File: src/rtl/regex_cpu.sv
// regex_cpu -- single-thread regex engine core.
//
// Takes one (pc, cc_id) thread and fetches its instruction from the shared code
// memory. It executes the instruction against the selected character of the
// current window. The result is 0..2 successor threads, or an accept pulse.
//
// Optional feature macro: REGEX_CPU_MATCH_ANY_EN
//   defined   : opcode 101 (MATCH_ANY) emits (pc+1, cc_id+1) when the char != 0
//   undefined : opcode 101 behaves exactly like END_WITHOUT_ACCEPTING
//
// Ports
//   clk                 clock, rising edge
//   rst                 asynchronous reset, active low
//   current_characters  character window, char k = bits [k*CW +: CW]
//   input_pc_valid/_ready, input_cc_id, input_pc   thread intake (ready only when idle)
//   memory_valid/_ready, memory_addr, memory_data  instruction fetch, data one cycle after grant
//   output_pc_valid/_ready, output_pc, output_cc_id successor thread handshake
//   accepts             one-cycle match pulse
module regex_cpu #(
  parameter int PC_WIDTH          = 8,
  parameter int CC_ID_BITS        = 1,
  parameter int CHARACTER_WIDTH   = 8,
  parameter int MEMORY_WIDTH      = 16,
  parameter int MEMORY_ADDR_WIDTH = 11
) (
  input  logic                                          clk,
  input  logic                                          rst,
  input  logic [(2**CC_ID_BITS)*CHARACTER_WIDTH-1:0]    current_characters,
  input  logic                                          input_pc_valid,
  input  logic [CC_ID_BITS-1:0]                         input_cc_id,
  input  logic [PC_WIDTH-1:0]                           input_pc,
  output logic                                          input_pc_ready,
  input  logic                                          memory_ready,
  output logic [MEMORY_ADDR_WIDTH-1:0]                  memory_addr,
  input  logic [MEMORY_WIDTH-1:0]                       memory_data,
  output logic                                          memory_valid,
  output logic [CC_ID_BITS-1:0]                         output_cc_id,
  output logic                                          output_pc_valid,
  output logic [PC_WIDTH-1:0]                           output_pc,
  input  logic                                          output_pc_ready,
  output logic                                          accepts
);

  localparam int NCHARS = 2**CC_ID_BITS;

  typedef enum logic [2:0] {
    S_IDLE, S_FETCH, S_WAIT_DATA, S_EXEC, S_OUT1, S_OUT2
  } state_t;

  typedef enum logic [2:0] {
    OP_ACCEPT         = 3'b000,
    OP_SPLIT          = 3'b001,
    OP_MATCH_CHAR     = 3'b010,
    OP_JMP            = 3'b011,
    OP_END            = 3'b100,
    OP_MATCH_ANY      = 3'b101,
    OP_ACCEPT_PARTIAL = 3'b110,
    OP_NOT_MATCH_CHAR = 3'b111
  } opcode_t;

  state_t                    state, state_next;
  logic [PC_WIDTH-1:0]       pc_r;
  logic [CC_ID_BITS-1:0]     cc_r;
  logic [MEMORY_WIDTH-1:0]   instr_r;
  logic [PC_WIDTH-1:0]       out_pc_r;
  logic [CC_ID_BITS-1:0]     out_cc_r;

  logic [CHARACTER_WIDTH-1:0] chars [NCHARS];
  logic [CHARACTER_WIDTH-1:0] c;
  opcode_t                    opcode;
  logic [PC_WIDTH-1:0]        pc_inc;
  logic [CC_ID_BITS-1:0]      cc_inc;
  logic [PC_WIDTH-1:0]        target_pc;
  logic [CHARACTER_WIDTH-1:0] lit_char;
  logic                       exec_emit;
  logic                       exec_split;
  logic                       exec_accept;
  logic [PC_WIDTH-1:0]        exec_pc;
  logic [CC_ID_BITS-1:0]      exec_cc;
  logic                       unused_instr_bits;

  always_comb begin
    for (int k = 0; k < NCHARS; k++) begin
      chars[k] = current_characters[k*CHARACTER_WIDTH +: CHARACTER_WIDTH];
    end
  end

  assign c         = chars[cc_r];
  assign opcode    = opcode_t'(instr_r[MEMORY_WIDTH-1 -: 3]);
  assign target_pc = instr_r[PC_WIDTH-1:0];
  assign lit_char  = instr_r[CHARACTER_WIDTH-1:0];
  assign pc_inc    = pc_r + PC_WIDTH'(1);
  assign cc_inc    = cc_r + CC_ID_BITS'(1);
  // Payload bits above the pc/char fields are don't-care for every opcode.
  assign unused_instr_bits = ^instr_r;

  // Instruction decode: what the EXEC cycle does with the thread.
  always_comb begin
    exec_emit   = 1'b0;
    exec_split  = 1'b0;
    exec_accept = 1'b0;
    exec_pc     = pc_inc;
    exec_cc     = cc_r;
    unique case (opcode)
      OP_ACCEPT:         exec_accept = (c == '0);
      OP_SPLIT:          begin exec_emit = 1'b1; exec_split = 1'b1; end
      OP_MATCH_CHAR:     begin exec_emit = (c == lit_char); exec_cc = cc_inc; end
      OP_JMP:            begin exec_emit = 1'b1; exec_pc = target_pc; end
      OP_END:            exec_emit = 1'b0;
`ifdef REGEX_CPU_MATCH_ANY_EN
      OP_MATCH_ANY:      begin exec_emit = (c != '0); exec_cc = cc_inc; end
`else
      OP_MATCH_ANY:      exec_emit = 1'b0;
`endif
      OP_ACCEPT_PARTIAL: exec_accept = 1'b1;
      OP_NOT_MATCH_CHAR: begin exec_emit = (c != lit_char); exec_cc = cc_inc; end
      default:           exec_emit = 1'b0;
    endcase
  end

  // Next state and handshake outputs.
  always_comb begin
    state_next      = state;
    input_pc_ready  = 1'b0;
    memory_valid    = 1'b0;
    output_pc_valid = 1'b0;
    accepts         = 1'b0;
    unique case (state)
      S_IDLE: begin
        input_pc_ready = 1'b1;
        if (input_pc_valid) state_next = S_FETCH;
      end
      S_FETCH: begin
        memory_valid = 1'b1;
        if (memory_ready) state_next = S_WAIT_DATA;
      end
      S_WAIT_DATA: state_next = S_EXEC;
      S_EXEC: begin
        accepts = exec_accept;
        if (!exec_emit)     state_next = S_IDLE;
        else if (exec_split) state_next = S_OUT1;
        else                 state_next = S_OUT2;
      end
      S_OUT1: begin
        output_pc_valid = 1'b1;
        if (output_pc_ready) state_next = S_OUT2;
      end
      S_OUT2: begin
        output_pc_valid = 1'b1;
        if (output_pc_ready) state_next = S_IDLE;
      end
      default: state_next = S_IDLE;
    endcase
  end

  assign memory_addr  = MEMORY_ADDR_WIDTH'(pc_r);
  assign output_pc    = out_pc_r;
  assign output_cc_id = out_cc_r;

  always_ff @(posedge clk or negedge rst) begin
    if (!rst) begin
      state    <= S_IDLE;
      pc_r     <= '0;
      cc_r     <= '0;
      instr_r  <= '0;
      out_pc_r <= '0;
      out_cc_r <= '0;
    end else begin
      state <= state_next;
      if (state == S_IDLE && input_pc_valid) begin
        pc_r <= input_pc;
        cc_r <= input_cc_id;
      end
      if (state == S_WAIT_DATA) instr_r <= memory_data;
      if (state == S_EXEC) begin
        out_pc_r <= exec_pc;
        out_cc_r <= exec_cc;
      end
      // Second half of a SPLIT: swap in the branch target once pc+1 is taken.
      if (state == S_OUT1 && output_pc_ready) out_pc_r <= target_pc;
    end
  end

endmodule

File: config.mk
export PLATFORM = sky130hd
export DESIGN_NAME = regex_cpu
export DESIGN_NICKNAME = d
export VERILOG_FILES = /design/src/rtl/regex_cpu.sv
export SDC_FILE = /design/constraint.sdc
export NUM_CORES = 1
export LEC_CHECK = 0
export ABC_AREA = 1
export ABC_CLOCK_PERIOD_IN_PS = 1600
export BUFFER_PORTS_ARGS = -buffer_cell sky130_fd_sc_hd__buf_2
export CORE_ASPECT_RATIO = 1.2
export CORE_MARGIN = 4
export CORE_UTILIZATION = 49
export CTS_CLUSTER_SIZE = 10
export DETAILED_ROUTE_END_ITERATION = 7
export HOLD_SLACK_MARGIN = 0.05
export PLACE_DENSITY_LB_ADDON = 0.1
export SETUP_SLACK_MARGIN = 0.5
export SLEW_MARGIN = 20
export SYNTH_ARGS = -nofsm -noshare
export SYNTH_HDL_FRONTEND = slang
export SYNTH_SLANG_ARGS = --single-unit
export TNS_END_PERCENT = 20
File: constraint.sdc
create_clock -name clk -period 1.6 [get_ports clk]
set_input_delay 0.16 -clock clk [delete_from_list [all_inputs] [get_ports clk]]
set_output_delay 0.16 -clock clk [all_outputs]
set_load 0.005 [all_outputs]
==> results.tsv <==
metric	value	unit
Setup TNS Final	-179	ps
Routed Antenna Nets	0	
IO Count	70	
Crit Path Class	reg -> out	
PD cells	1990	nW/um^2
Worst Path Max Fanout	4	
fill count	304	
Mapped Cells	250	
share of cells above drive strength 1	47.8	%
commonest non-fill, non-tap cell in the layout	buf_2	
most frequent cells in the layout	60 x buf_2, 59 x nand2_1, 29 x dfrtp_1	
cell internal pwr	0.00313	W
total power	0.00555	W
Comb power frac	58.6	%
max_cap viols	0	
proportion of power drawn by flip-flops and latches	29.7	%
Core Footprint	3690	sq um
Clock Pin Slew Worst Setup and Hold Paths	70	ps
hold path depth	2	
drt wl/cell	13.7	um
unrepaired setup endpoints after global routing	yes	
CTS root buffer	clkbuf_8	
area of the multi-input gates	1170	sq um
clock network power share	11.6	%
row cnt	24	
non-filler instance count after layout	387	
register area	805	sq um
Worst Skew	2.75	ps
max-slew violations	0	
largest net degree at the start of global routing	33	
initial antenna violation count	0	
DRT Pass-1 Iters	4	
final core utilization	75.6	%
critical path endpoint category	output pin	
DR vias	1934	
fmax	575	MHz
clk_lat worst skew	280	ps
Ys Warns	0	
Final Net Count	381	
sw frac	43.6	%
Chip Width	64.9	um
Reg2Reg Depth	15	
grt total ovfl	0	
Leak	1.46	nW
CTS Buffer Depth	2	
Post-synth EDFFs	0	
Hold Path Class	in -> reg	
Critical Path RT	1440	ps
fin crit share	109	%
Peak VDD IR	1410	uV
Syn Area/Cell	7.62	sq um
1st-iter DRT viols	62	
CP arrival	1580	ps
H-tree levels	2	
Via density	5.00	
first-pass GRT wire length	8070	um
Routed WL	5290	um
NetSw	0.00242	W
Setup-failing EPs final	2	
die area	4950	sq um
gpl congestion	0.821	
CTS tree	done	
final hold vios	0	
setup slack after layout	-138	ps
chip height	76.3	um
status	finished with violations	
port bufs	61	
diode count	0	
Placed Cells incl. Taps	365	
initial core utilization	51.6	%
CTS sink cnt	32	
failing checks	setup timing	
post-synthesis cell type count	31	
All-Layer GR Usage	20.6	%
sequential share of the synthesized area	42.0	%
critical path startpoint category	register	
P&R area growth vs syn	46.7	%
Top FF cell, synth	dfrtp_1	
fin crit period	1740	ps
via count of the first global-routing pass	1747	
DRC	0	
Mapped Area	1900	sq um
CTS Buf Count	5	
FF+latch count, synth	32	
Synth async-reset ratio	100	%
Post-DP HPWL	3520	um
==> worst max-delay path, stage by stage (launching register included) <==
cell and delay (ps):
dfrtp_2 440, buf_4 160, nand2_2 60, nand2_2 80, nor3_4 220, nand3_2 110, a21oi_2 120, buf_2 120
==> metal layers <==
layer / share of wire (%) / GRT usage (%) / vias to the layer above
met2: 52 / 34.8 / 63
met4: 1.5 / 4.86 / 0
met5: 0 / 0 / -
li1: - / - / 966
met3: 6.6 / 5.31 / 12
met1: 40 / 26.0 / 893
==> synthesized netlist by cell type (all sizes together), types with 2 or more instances <==
cell type,count,share of area (%)
a21oi,19,5.2
buf,9,3.9
dfrtp,32,42
inv,30,6.0
mux2,8,4.7
nand2,78,18
nand3,11,2.9
nand3b,4,1.6
nor2,23,4.5
nor3,7,1.8
o21ai,18,4.9
xor2,2,0.92
==> cell families after synthesis <==
group	synth area share, %
AND/OR/NAND/NOR	29.2
AO/OA/AOI/OAI	12.4
buffers and inverters	9.92
flip-flops	42.1
multiplexers	4.73
XOR/XNOR	0.920
adder cells (fa/ha/maj)	0.657
other	0.197
==> per-stage QoR <==
stage                     setup slack, ps  hold WS, ps  instance area (sq um)
after floorplan                       113         -136                   1920
after global placement              -6.35          255                   2290
after detailed placement            -25.7          256                   2290
after CTS                            -173          102                   2550
after global routing                 -231         93.4                   2790
final                                -138          108                   2790
==> registers in the layout, summed over array words and instances, names as in the netlist <==
register      count
instr_r          11
cc_r              1
pc_r              8
state             3
output_cc_id      1
output_pc         8
==> repair_timing <==
action | 4_1_cts | 5_1_grt
hold buffers | 1 | 0
gates cloned | 1 | 1
gates resized for setup | 35 | 53
setup buffers | 8 | 3
hold endpoints to repair | 32 | 0
endpoints found under the setup margin | 36 | 37
pin swaps | 14 | 16
==> final cells by class <==
type	count	share of cell area (%)
multi-input cells	181	41.9
flip-flops and latches	32	28.8
repair buffers	83	19.3
inverters	30	4.21
clock buffers	8	3.22
well taps	52	2.33
repair inverters	1	0.269
==> final timing paths <==
| check | slack (ps) | to | start |
|---|---|---|---|
| worst min-delay path | 110 | pc_r[4] | input_pc[4] |
| worst max register to register | -40 | state[0] | cc_r |
| worst max-delay path | -140 | accepts | cc_r |
| max in group asynchronous | 870 | state[0] | rst |
| worst min register to register | 480 | output_pc[7] | output_pc[7] |
| min in group asynchronous | 390 | pc_r[7] | rst |
==> power by group through the flow <==
| stage | sequential, W | combinational, W | clock, W |
|---|---|---|---|
| 4_1_cts | 0.00161 | 0.00277 | 0.000652 |
| 2_1_floorplan | 0.00153 | 0.00167 | 0 |
| 3_5_place_dp | 0.00159 | 0.00236 | 0 |
| 6_report | 0.00165 | 0.00325 | 0.000645 |
| 5_1_grt | 0.00172 | 0.00359 | 0.000701 |
| 3_3_place_gp | 0.00158 | 0.00232 | 0 |
(Power assumes the default switching activity.)
